`config.mk`:
```
export PLATFORM = sky130hd
export DESIGN_NAME = tamper_response_ctrl
export DESIGN_NICKNAME = d
export VERILOG_FILES = /design/src/rtl/tamper_response_ctrl.sv
export SDC_FILE = /design/constraint.sdc
export NUM_CORES = 1
export LEC_CHECK = 0
export ABC_AREA = 1
export BUFFER_PORTS_ARGS = -buffer_cell sky130_fd_sc_hd__buf_2
export CORE_MARGIN = 2
export CORE_UTILIZATION = 35
export CTS_BUF_LIST = sky130_fd_sc_hd__clkbuf_4 sky130_fd_sc_hd__clkbuf_8 sky130_fd_sc_hd__clkbuf_16
export CTS_CLUSTER_DIAMETER = 80
export CTS_CLUSTER_SIZE = 24
export DETAILED_ROUTE_END_ITERATION = 8
export PLACE_DENSITY = 0.62
export SYNTH_ARGS = -nofsm -noshare
export SYNTH_HDL_FRONTEND = slang
export SYNTH_SLANG_ARGS = --single-unit
export TNS_END_PERCENT = 10
```
`constraint.sdc`:
```
create_clock -name CLK -period 2.5 [get_ports CLK]
set_input_delay 0.125 -clock CLK [delete_from_list [all_inputs] [get_ports CLK]]
set_output_delay 0.125 -clock CLK [all_outputs]
set_load 0.03 [all_outputs]
```
`src/rtl/tamper_response_ctrl.sv`:
```
// Tamper response controller.
// Synchronizes the tamper macro's event and error signals, keeps event and
// failure statistics, and drives the macro's active-low lockdown, IO-disable,
// zeroize and flag-clear controls from a four-state response FSM.
// All outputs are registered. An input first sampled at edge N reaches the
// outputs at edge N+2.
module tamper_response_ctrl #(
  parameter int unsigned DEBOUNCE_CYCLES = 4,  // 1..15
  parameter int unsigned FAIL_THRESHOLD  = 3,  // 1..15
  parameter int unsigned FLAG_CLR_CYCLES = 8   // 1..255
) (
  input  logic       CLK,
  input  logic       RESET_N,
  input  logic       TAMPER_CHANGE_STROBE,
  input  logic [3:0] DETECT_CATEGORY,
  input  logic       DETECT_ATTEMPT,
  input  logic       DETECT_FAIL,
  input  logic       DIGEST_ERROR,
  input  logic       SC_ROM_DIGEST_ERROR,
  input  logic       MESH_SHORT_ERROR,
  input  logic       JTAG_ACTIVE,
  input  logic       ARM,
  input  logic       CLEAR,
  output logic       LOCKDOWN_ALL_N,
  output logic       DISABLE_ALL_IOS_N,
  output logic       ZEROIZE_N,
  output logic       TAMPER_FLAG_RESET_N,
  output logic [1:0] STATE,
  output logic [7:0] EVENT_COUNT,
  output logic [3:0] LAST_CATEGORY,
  output logic       IRQ
);

  typedef enum logic [1:0] {
    ST_IDLE     = 2'd0,
    ST_LOCKDOWN = 2'd1,
    ST_ZEROIZE  = 2'd2,
    ST_FLAG_CLR = 2'd3
  } state_e;

  localparam logic [3:0] DEB_LIM  = 4'(DEBOUNCE_CYCLES - 1);
  localparam logic [3:0] FAIL_TH  = 4'(FAIL_THRESHOLD);
  localparam logic [7:0] CLR_INIT = 8'(FLAG_CLR_CYCLES - 1);
  localparam int         SW       = 13;

  // Every input, including ARM and CLEAR, goes through the same synchronizer
  // so that all of them see the same two-edge latency.
  logic [SW-1:0] async_in;
  logic [SW-1:0] sync1_q, sync2_q;
  logic          strobe_prev_q;

  assign async_in = {CLEAR, ARM, JTAG_ACTIVE, MESH_SHORT_ERROR,
                     SC_ROM_DIGEST_ERROR, DIGEST_ERROR, DETECT_FAIL,
                     DETECT_ATTEMPT, DETECT_CATEGORY, TAMPER_CHANGE_STROBE};

  logic       s_strobe, s_attempt, s_fail, s_jtag, s_arm, s_clear;
  logic [3:0] s_cat;
  logic       any_crit;

  assign s_strobe  = sync2_q[0];
  assign s_cat     = sync2_q[4:1];
  assign s_attempt = sync2_q[5];
  assign s_fail    = sync2_q[6];
  assign any_crit  = |sync2_q[9:7];
  assign s_jtag    = sync2_q[10];
  assign s_arm     = sync2_q[11];
  assign s_clear   = sync2_q[12];

  // Two-flop synchronizer plus the previous strobe value for edge detection.
  always_ff @(posedge CLK or negedge RESET_N) begin
    if (!RESET_N) begin
      sync1_q       <= '0;
      sync2_q       <= '0;
      strobe_prev_q <= 1'b0;
    end else begin
      // NOTE: non-blocking assignments let sync2_q take the old sync1_q;
      // blocking ones would collapse the two stages into one.
      sync1_q       <= async_in;
      sync2_q       <= sync1_q;
      strobe_prev_q <= s_strobe;
    end
  end

  state_e     state_q, state_d;
  logic [7:0] evt_q, evt_d;
  logic [3:0] cat_q, cat_d;
  logic       irq_q, irq_d;
  logic [3:0] fail_q, fail_d, fail_inc;
  logic [3:0] deb_q, deb_d;
  logic [7:0] clr_cnt_q, clr_cnt_d;
  logic       flag_rst_n_q, flag_rst_n_d;
  logic       lockdown_n_q, lockdown_n_d;
  logic       disable_n_q, disable_n_d;
  logic       zeroize_n_q, zeroize_n_d;

  logic strobe_rise, accept, critical, zero_cond, lock_cond;

  assign strobe_rise = s_strobe & ~strobe_prev_q;
  assign accept      = strobe_rise && (state_q != ST_FLAG_CLR);
  assign critical    = any_crit && (deb_q >= DEB_LIM);
  assign fail_inc    = (accept && s_fail && (fail_q != 4'hF)) ? fail_q + 4'd1 : fail_q;
  assign zero_cond   = s_arm && (critical || (fail_inc >= FAIL_TH));
  assign lock_cond   = s_arm && ((accept && (s_fail || s_attempt)) || s_jtag);

  // Next-state logic: event bookkeeping, debounce, FSM and control decode.
  always_comb begin
    // NOTE: every variable gets a default here so no path infers a latch.
    state_d      = state_q;
    evt_d        = evt_q;
    cat_d        = cat_q;
    irq_d        = irq_q;
    fail_d       = fail_q;
    clr_cnt_d    = clr_cnt_q;
    flag_rst_n_d = 1'b1;
    deb_d        = any_crit ? ((deb_q == 4'hF) ? deb_q : deb_q + 4'd1) : 4'd0;

    if (accept) begin
      evt_d  = (evt_q == 8'hFF) ? evt_q : evt_q + 8'd1;
      cat_d  = s_cat;
      irq_d  = 1'b1;
      fail_d = fail_inc;
    end

    case (state_q)
      ST_IDLE: begin
        if (zero_cond)      state_d = ST_ZEROIZE;
        else if (lock_cond) state_d = ST_LOCKDOWN;
        // CLEAR acknowledges here without a flag-clear pulse.
        if (s_clear) begin
          irq_d  = 1'b0;
          fail_d = 4'd0;
        end
      end
      ST_LOCKDOWN: begin
        // Escalation wins over a simultaneous CLEAR.
        if (zero_cond) begin
          state_d = ST_ZEROIZE;
        end else if (s_clear) begin
          state_d      = ST_FLAG_CLR;
          irq_d        = 1'b0;
          fail_d       = 4'd0;
          clr_cnt_d    = CLR_INIT;
          flag_rst_n_d = 1'b0;
        end
      end
      ST_ZEROIZE: begin
        // Terminal: only RESET_N leaves this state.
      end
      ST_FLAG_CLR: begin
        if (clr_cnt_q == 8'd0) begin
          state_d = ST_IDLE;
        end else begin
          clr_cnt_d    = clr_cnt_q - 8'd1;
          flag_rst_n_d = 1'b0;
        end
      end
    endcase

    lockdown_n_d = !((state_d == ST_LOCKDOWN) || (state_d == ST_ZEROIZE));
    disable_n_d  = lockdown_n_d;
    zeroize_n_d  = (state_d != ST_ZEROIZE);
  end

  // FSM state, counters and registered outputs.
  always_ff @(posedge CLK or negedge RESET_N) begin
    if (!RESET_N) begin
      state_q      <= ST_IDLE;
      evt_q        <= 8'd0;
      cat_q        <= 4'd0;
      irq_q        <= 1'b0;
      fail_q       <= 4'd0;
      deb_q        <= 4'd0;
      clr_cnt_q    <= 8'd0;
      flag_rst_n_q <= 1'b1;
      lockdown_n_q <= 1'b1;
      disable_n_q  <= 1'b1;
      zeroize_n_q  <= 1'b1;
    end else begin
      state_q      <= state_d;
      evt_q        <= evt_d;
      cat_q        <= cat_d;
      irq_q        <= irq_d;
      fail_q       <= fail_d;
      deb_q        <= deb_d;
      clr_cnt_q    <= clr_cnt_d;
      flag_rst_n_q <= flag_rst_n_d;
      lockdown_n_q <= lockdown_n_d;
      disable_n_q  <= disable_n_d;
      zeroize_n_q  <= zeroize_n_d;
    end
  end

  assign STATE               = state_q;
  assign EVENT_COUNT         = evt_q;
  assign LAST_CATEGORY       = cat_q;
  assign IRQ                 = irq_q;
  assign LOCKDOWN_ALL_N      = lockdown_n_q;
  assign DISABLE_ALL_IOS_N   = disable_n_q;
  assign ZEROIZE_N           = zeroize_n_q;
  assign TAMPER_FLAG_RESET_N = flag_rst_n_q;

endmodule

```
# [After elaboration in Yosys (flattened, before gate mapping)]
# Index checks and enable logic that the tools add are counted.
[word_totals] regBits=61 latch_bits=0 mem_bits_rw=0 rom_bits=0 inputBits=15 out_inout_bits=19 word_cells=78 memories=0
[op_classes] add_sub_neg=4 mul=0 div=0 magnitude_cmp=2 n_eq_ne=13 n_shift=0 mux=25 bitwise=3 n_reduce_logical=18
[ops] cell="$mux W4" n=6
[ops] cell="$mux W8" n=3
[ops] cell="$pmux W8 S2" n=1
[ops] cell="$ne A2 B2 Y1 const B" n=6
[ops] cell="$mux W2" n=5
[ops] cell="$add A4 B1 Y4 const B" n=2
[ops] cell="$add A8 B1 Y8 const B" n=1
[ops] cell="$eq A8 B8 Y1 const B" n=1
[ops] cell="$ge A4 B2 Y1 const B" n=2
[ops] cell="$logic_not A8 Y1" n=1
[ops] cell="$pmux W4 S2" n=1
[ops] cell="$sub A8 B1 Y8 const B" n=1
[ops] cell="$logic_and A1 B1 Y1" n=7
[ops] cell="$mux W1" n=6
[ops] cell="$pmux W2 S3" n=1
[ops] cell="$eq A2 B1 Y1 const B" n=2
[ops] cell="$eq A2 B2 Y1 const B" n=2
[ops] cell="$eq A4 B4 Y1 const B" n=1
[ops] cell="$logic_or A1 B1 Y1" n=4
[ops] cell="$ne A4 B4 Y1 const B" n=1
[ops] cell="$pmux W1 S2" n=2
[ops] cell="$reduce_and A4 Y1" n=1
[ops] cell="$reduce_or A3 Y1" n=1
[ops] cell="$logic_not A2 Y1" n=1
[ops] cell="5 further kinds" n=6

# [Logic depth before layout (Yosys ltp)]
# Gate-level depths: netlist of run 1.
[depth] depth_word=14 mapped_depth=13 ltp_nobuf=13

# [Least setup slack after synthesis of run 1]
# No wires, ideal clock.
[synth_path] kind="register -> register" start="register state_q[0] (netlist: STATE[0])" end="register disable_n_q (netlist: DISABLE_ALL_IOS_N)" setup_ns=0.083 arrival_time_ns=1.736 setup_slack_ns=0.680 path_stages_with_launch=11 path_buffers=1 cell_sequence="dfrtp_1 > nand2_4 > nand3_2 > buf_6 > o21ai_1 > nand2_1 > nor2_2 > nand3_2 > nand2_4 > a21oi_1 > ha_1"
[synth_between] elab_chain_cells=13
[synth_rtl] element="start: declaration" line="84" rtl="state_e state_q, state_d;"
[synth_rtl] element="start signal: assignment" line="179" rtl="state_q <= state_d;"
[synth_rtl] element="$ne A2 B2 Y1" line="99" rtl="assign accept = strobe_rise && (state_q != ST_FLAG_CLR);"
[synth_rtl] element="$logic_and A1 B1 Y1" line="99"
[synth_rtl] element="$logic_and A1 B1 Y1 (2 in a row)" line="101" rtl="assign fail_inc = (accept && s_fail && (fail_q != 4'hF)) ? fail_q + 4'd1 : fail_q;"
[synth_rtl] element="$mux W4" line="101"
[synth_rtl] element="$ge A4 B2 Y1" line="102" rtl="assign zero_cond = s_arm && (critical || (fail_inc >= FAIL_TH));"
[synth_rtl] element="$logic_or A1 B1 Y1" line="102"
[synth_rtl] element="$logic_and A1 B1 Y1" line="102"
[synth_rtl] element="$mux W2 (on tied branches)" line="136, 126"
[synth_rtl] element="$pmux W2 S3 (*)" line="124" rtl="case (state_q)"
[synth_rtl] element="$eq A2 B1 Y1 / $eq A2 B2 Y1 (equally long branches)" line="159" rtl="lockdown_n_d = !((state_d == ST_LOCKDOWN) || (state_d == ST_ZEROIZE));"
[synth_rtl] element="$logic_or A1 B1 Y1 (*)" line="159"
[synth_rtl] element="$logic_not A1 Y1 (*)" line="159"
[synth_rtl] element="named net disable_n_d" line="93" rtl="logic disable_n_q, disable_n_d;"
[synth_rtl] element="end signal: assignment" line="188" rtl="disable_n_q <= disable_n_d;"
[synth_rtl] element="end: declaration" line="93"
# The timed path passes the listed nets; every way through them passes the cells marked *.
# A chain may end at the register's enable or synchronous reset.

# [Worst setup path after layout of run 1]
# Same ends and word-level chain as after synthesis.

==> impl_metrics.yaml, run 1 <==
synth:
  seq_area_frac_synth_pct: 62.4
  yosysUniqueCellTypes: 25
  postSynthNetCount: 258
  ys_seq_elements: 61
  netlist_area_um2: 2450
  synth_area_leader_cell: "dfrtp_1"
  postSynthAreaPerCell_um2: 10.3
  yosysTopAreaCellShare_pct: 59.2
  synth_area_leaders: "dfrtp_1 59%, nand2_1 8.6%, nand3_1 3.9%, inv_1 3.4%, dfstp_2 3.2%"
  synthCells: 238
  synth_warnings: 0
worst_setup_path:
  cpLargestDelayFamily: "simple AND/OR/NAND/NOR gates"
  path_buf_inv: 0
  worstPathCellList: "nand2_4, nand3_2, nor2_2, nand2_1, nand2_1, nand2_1, nand3_2, nand2_4, a21oi_1, ha_1"
  r2r_slack_ns: 0.49
  required_ns: 2.76
  cpPeakStageDelay_ns: 0.44
  r2r_start: "STATE[0]"
  critPathSlowestCell: "dfrtp_1"
  timing_worst_setup_path_type: "flip-flop to flip-flop"
  cp_max_fo: 11
  critPathLaunch: "STATE[0]"
  critPathLaunchType: "flip-flop"
  critPathCaptureType: "flip-flop"
  r2r-end: "DISABLE_ALL_IOS_N"
  r2r_cells: 10
  critPathMostFrequentCell: "nand2_1"
  arrival_ns: 2.26
floorplan:
  fp.dieH_um: 87.7
  start_util_pct: 36.1
  chipWidth_um: 87.7
  rows: 30
  die_area_um2: 7700
  core_area_um2: 6790
  top_level_ports: 34
place:
  io_buffers: 33
  place_inst: 367
  post-place-ws_ns: 0.509
  place.gp.congestion: 0.880
  place_hpwl_um: 2990
cts:
  clock_latency_ns: 0.33
  numClockSinks: 61
  cts_setup_buffers: 0
  cts_buffers: 9
  cts_tree: "done"
  clockBufferDepth: 2
  cts.clk_slew.worst_paths_ns: 0.06
  cts_root_buffer: "clkbuf_8"
  htree_num_levels: 3
layout:
  nNetsFinal: 316
  drive_gt1_share_pct: 21.0
  mostFrequentLayoutCell: "dfrtp_1"
  diodes: 0
  final_cells: 396
  mostFrequentLayoutCells: "58 x dfrtp_1, 56 x nand2_1, 33 x buf_2"
  area_growth_pct: 24.1
sta:
  fin_crit_sh_pct: 80.2
  layout_setup_ws_ns: 0.494
  setup_violations: 0
  hold_slack_ns: 0.138
  clock_skew_ns: 0.00517
  rsz0062_at_grt: "false"
  finalHoldViolCount: 0
  tightest_slew_ns: 0.448
  min_period_ns: 2.01
  setup_tns_ns: 0
  relSlewSlack_pct: 70.1
  slew_viol_final: 0
  max_freq_mhz: 499
drt:
  drtIter0Drc: 55
  first_pass_iters: 4
  via_count: 1751
  routed_wl_um: 4340
  ant_nets: 0
  drc: 0
  wl_per_cell_um: 11.0
  viasPerCell: 4.42
power_and_ir_drop:
  clockPowerShare_pct: 23.1
  combPwrFrac_pct: 32.9
  switchingPower_uw: 1240
  seqPwrFrac_pct: 44.0
  p_leak_uw: 0.00153
  p_per_area_nw_per_um2: 1060
  peakVddDrop_uv: 532
  cellInternalPower_uw: 1990
  swShare_pct: 38.5
  total_power_uw: 3240
outcome:
  status: "completed"
global_routing:
  track_usage_pct: 13.0
  grt_pass1_vias: 1672
  grt_pass1_wl_um: 7530
  grt_overflow_total: 0
  antenna_found_initial: 0
  grt_max_degree: 38
job:
  maxCapViolations: 0
hold_path:
  worstHoldPathType: "input pin to asynchronous set/reset pin"
==> worst reg2reg max path, stage by stage (launching register included) <==
cell and delay, ns:
dfrtp_1 0.44, nand2_4 0.12, nand3_2 0.23, nor2_2 0.26
nand2_1 0.07, nand2_1 0.08, nand2_1 0.06, nand3_2 0.11
nand2_4 0.07, a21oi_1 0.21, ha_1 0.27
==> layout make-up <==
type                            count  area (um2)
Timing Repair Buffer               49         320
Fill cell                         620        3750
Clock inverter                      4        25.0
Clock buffer                       11         145
Sequential cell                    61        1530
Multi-Input combinational cell    152         818
Inverter                           23        86.3
Tap cell                           96         120
==> sequential cells by signal, summed over array words and instances (netlist names), named ones only <==
name / flops
LAST_CATEGORY: 4
TAMPER_FLAG_RESET_N: 1
fail_q: 4
deb_q: 4
DISABLE_ALL_IOS_N: 1
sync1_q: 13
IRQ: 1
ZEROIZE_N: 1
STATE: 1
sync2_q: 13
EVENT_COUNT: 8
strobe_prev_q: 1
clr_cnt_q: 8
==> kinds of logic after synthesis <==
family | synth area share [%]
fa+ha+maj | 2.55
compound gates | 6.17
buf+inv | 4.28
simple gates | 20.3
xor+xnor | 4.28
flops | 62.4
==> timing repair <==
action	4_1_cts	5_1_grt
endpoints found under the hold margin	71	0
hold buffers	14	0
gates resized for setup	0	0
setup endpoints to repair	0	0
==> through the flow <==
step	instance area, um2	utilization [%]
floorplan	2450	-
global placement	2740	40.3
detailed placement	2740	40.3
CTS	3050	44.8
global route	3050	44.8
finish	3050	44.8
==> how the worst max path moves through the flow <==
stage | end | slack [ns] | depth (start not counted)
after floorplan | DISABLE_ALL_IOS_N | 0.68 | 10
after CTS | DISABLE_ALL_IOS_N | 0.49 | 10
after global routing | DISABLE_ALL_IOS_N | 0.33 | 10
after global placement | DISABLE_ALL_IOS_N | 0.58 | 10
after detailed placement | DISABLE_ALL_IOS_N | 0.51 | 10
final | DISABLE_ALL_IOS_N | 0.49 | 10
==> cell usage after synthesis <==
library cell,number
a21boi_0,3
a211oi_1,1
ha_1,5
inv_1,22
nand3_1,19
a21oi_1,7
clkinv_1,1
buf_6,1
o211ai_1,2
or2_1,1
buf_4,1
or2_2,1
nor2_2,2
xnor2_1,4
xor2_1,8
dfrtp_1,58
nand3_2,2
a31oi_4,1
nand2_4,4
o21ai_1,3
dfstp_2,3
nand2_1,56
o21ai_0,7
nor3_1,5
nor2_1,21
==> power by group through the flow <==
stage          combinational [uW]  sequential, uW  clock [uW]
2_1_floorplan                 598            1610           0
3_3_place_gp                 1040            1430           0
4_1_cts                      1080            1430         780
6_report                     1060            1420         749
5_1_grt                      1210            1460         826
3_5_place_dp                 1060            1440           0
==> per-layer routing <==
| metal | routed length (um) | global-route usage, % | vias to the layer above |
|---|---|---|---|
| met5 | 0 | 0 | - |
| li1 | - | - | 876 |
| met3 | 223 | 5.18 | 5 |
| met2 | 1890 | 18.8 | 44 |
| met4 | 61 | 5.87 | 0 |
| met1 | 2170 | 17.4 | 826 |
Power figures use the tool's default switching activity.
==> run 2, diff against run 1 <==
--- a/config.mk
+++ b/config.mk
@@ -5,7 +5,7 @@
 export SDC_FILE = /design/constraint.sdc
 export NUM_CORES = 1
 export LEC_CHECK = 0
-export ABC_AREA = 1
+export ABC_AREA = 0
 export BUFFER_PORTS_ARGS = -buffer_cell sky130_fd_sc_hd__buf_2
 export CORE_MARGIN = 2
 export CORE_UTILIZATION = 35
==> constraint.sdc (replaced) <==
create_clock -name CLK -period 1.85 [get_ports CLK]
set_input_delay 0.0925 -clock CLK [delete_from_list [all_inputs] [get_ports CLK]]
set_output_delay 0.0925 -clock CLK [all_outputs]
set_load 0.03 [all_outputs]
==> run 2 against run 1 <==
Effect of this change:
- the run now ends with setup timing left
- design area is 14% higher
- synthesized cell count is 16% lower
- clock-buffer cell count is 1 higher
- flip-flop and latch count stayed put
- die area is 1.9% higher
- final cell count is 0.76% lower
- largest cell class unchanged
==> impl_metrics.yaml, run 2 <==
place:
  dpl_cell_area_um2: 3000
  place_hpwl_um: 3600
  io_buffers: 33
  place.gp.congestion: 0.829
  post-place-ws_ns: -0.137
global_routing:
  grtUsageMet3_pct: 2.80
  met2_usage_pct: 22.2
  grt_pass1_wl_um: 8630
  antenna_found_initial: 0
  grt_overflow_total: 0
  grt_max_degree: 27
  busiest_layer: "met2"
  grt_pass1_vias: 1864
  track_usage_pct: 14.4
  met1_usage_pct: 19.5
floorplan:
  chipWidth_um: 88.5
  core_area_um2: 6870
  start_util_pct: 36.4
  die_area_um2: 7840
  fp.dieH_um: 88.5
  rows: 30
  top_level_ports: 34
synth:
  synth_compound_area_share_pct: 12.1
  yosysUniqueCellTypes: 50
  yosys-top-cells-count: "58 x dfrtp_1, 13 x nor2_1, 11 x nand2_1"
  seq_area_frac_synth_pct: 61.2
  synth.area.mux_share_pct: 3.90
  yosys.area_share.simple_pct: 15.4
  netlist_area_um2: 2500
  synth_edf_count: 0
  ys_async_sr_fraction_pct: 100
  synth-adder-area-share_pct: 2.50
  postSynthAreaPerCell_um2: 12.5
  synthCells: 200
  ys_seq_elements: 61
  synth_top_family_by_area: "simple AND/OR/NAND/NOR gates"
  synth_area_leader_cell: "dfrtp_1"
  synth_area_leaders: "dfrtp_1 58%, dfstp_2 3.2%, mux2_2 2.7%, ha_1 2.5%, xnor2_1 2.1%"
  yosysTopAreaCellShare_pct: 58.0
  synth-xor-area-share_pct: 3.15
  ys.flop_type: "dfrtp_1"
  synth_warnings: 0
  yosys.cell_count.top_type: "dfrtp_1"
  postSynthNetCount: 220
sta:
  clock_skew_ns: 0.0115
  setup_tns_ns: -0.316
  slew_viol_final: 0
  finalHoldViolCount: 0
  tightest_slew_ns: 0.401
  relSlewSlack_pct: 73.2
  max_freq_mhz: 506
  layout_setup_ws_ns: -0.127
  min_period_ns: 1.98
  rsz0062_at_grt: "true"
  fin_crit_sh_pct: 107
  setup_violations: 7
cts:
  cts_buffers: 9
  cts_tree: "done"
  clock_latency_ns: 0.33
  cts.clk_slew.worst_paths_ns: 0.07
  htree_num_levels: 3
  cts_root_buffer: "clkbuf_8"
  clockBufferDepth: 2
  numClockSinks: 61
drt:
  wl_per_cell_um: 13.3
  viasPerCell: 4.80
  drtIter0Drc: 140
  routed_wl_um: 5210
  ant_nets: 0
  drc: 0
  via_count: 1888
  first_pass_iters: 4
worst_setup_path:
  critPathLaunchType: "flip-flop"
  timing_worst_setup_path_type: "flip-flop to flip-flop"
  required_ns: 2.05
  cp_max_fo: 4
  arrival_ns: 2.18
  critPathCaptureType: "flip-flop"
layout:
  nNetsFinal: 312
  reg_top3: "sync1_q: 13 flops, sync2_q: 13 flops"
  mostFrequentLayoutCell: "dfrtp_1"
  design_area_um2: 3460
  area_growth_pct: 38.5
  drive_gt1_share_pct: 40.7
  diodes: 0
  mostFrequentLayoutCells: "54 x dfrtp_1, 36 x buf_4, 33 x buf_2"
outcome:
  violations: "setup timing"
  status: "finished, violations left"
power_and_ir_drop:
  p_per_area_nw_per_um2: 1260
  p_leak_uw: 0.00153
  total_power_uw: 4350
  peakVddDrop_uv: 648
job:
  maxCapViolations: 0
hold_path:
  worstHoldPathType: "input pin to asynchronous set/reset pin"
-- run 2: cell count changes in the layout (fill, tap and decap cells not counted), moves of 6 or more --
cell	previous run	this run
buf_4	2	36
nor2_1	21	12
nand2_1	56	11
inv_1	22	5
mux2_2	0	6
nand3_1	19	8
-- run 2: final cells by class --
cell class	instances	area, um2
Fill cell	617	3400
Sequential cell	61	1540
Multi-Input combinational cell	131	1010
Timing Repair Buffer	84	587
Clock buffer	12	159
Tap cell	96	120
Clock inverter	4	32.5
Inverter	5	18.8
-- run 2: report_power, final --
group	switching, uW	internal (uW)	total, uW	leakage, uW
combinational	707	714	1420	0.000726
sequential	260	1580	1840	0.000710
clock	513	578	1090	0.0000922
-- run 2: cell families after synthesis --
group | count (synthesis)
simple gates | 67
flops | 61
compound gates | 41
xor+xnor | 9
mux | 9
buf+inv | 8
fa+ha+maj | 5
-- run 2: per-layer routing --
layer,up-vias,share of wire [%]
met3,6,2.9
met2,33,48
met5,-,0
met4,0,1.0
met1,932,48
li1,917,-
-- run 2: final timing paths --
| kind | from | cells past startpoint | endpoint | slack [ns] |
|---|---|---|---|---|
| setup / recovery | fail_q[0] | 7 | clr_cnt_q[0] | -0.13 |
| hold / removal | RESET_N | 2 | IRQ | 0.23 |
| setup reg to reg | fail_q[0] | 7 | clr_cnt_q[0] | -0.13 |
| hold reg to reg | sync1_q[1] | 0 | sync2_q[1] | 0.35 |
| max in group asynchronous | RESET_N | 3 | fail_q[0] | 0.94 |
| min in group CLK | sync1_q[1] | 0 | sync2_q[1] | 0.35 |
-- run 2: metrics by stage --
| stage | hold slack, ns | std cells | util (%) |
|---|---|---|---|
| 6_report | 0.226 | 393 | 50.4 |
| 5_1_grt | 0.274 | 393 | 50.4 |
| 4_1_cts | 0.220 | 389 | 49.2 |
| 3_5_place_dp | 0.0485 | 356 | 43.7 |
| 3_3_place_gp | 0.0539 | 356 | 43.7 |
| 2_1_floorplan | -0.203 | 200 | - |
-- run 2: worst max-delay path: stages, from the launching register on --
cell and delay, ns:
dfrtp_2 0.44, ha_4 0.28, nor2b_1 0.12, a31oi_1 0.06, o221ai_2 0.29, buf_4 0.18
nor3_4 0.04, o41a_2 0.43
-- run 2: timing repair --
item	CTS	global route
endpoints found under the hold margin	26	0
endpoints found under the setup margin	8	14
pin swaps	9	6
buffers inserted	3	4
resized for setup	3	12
hold buffers	14	0
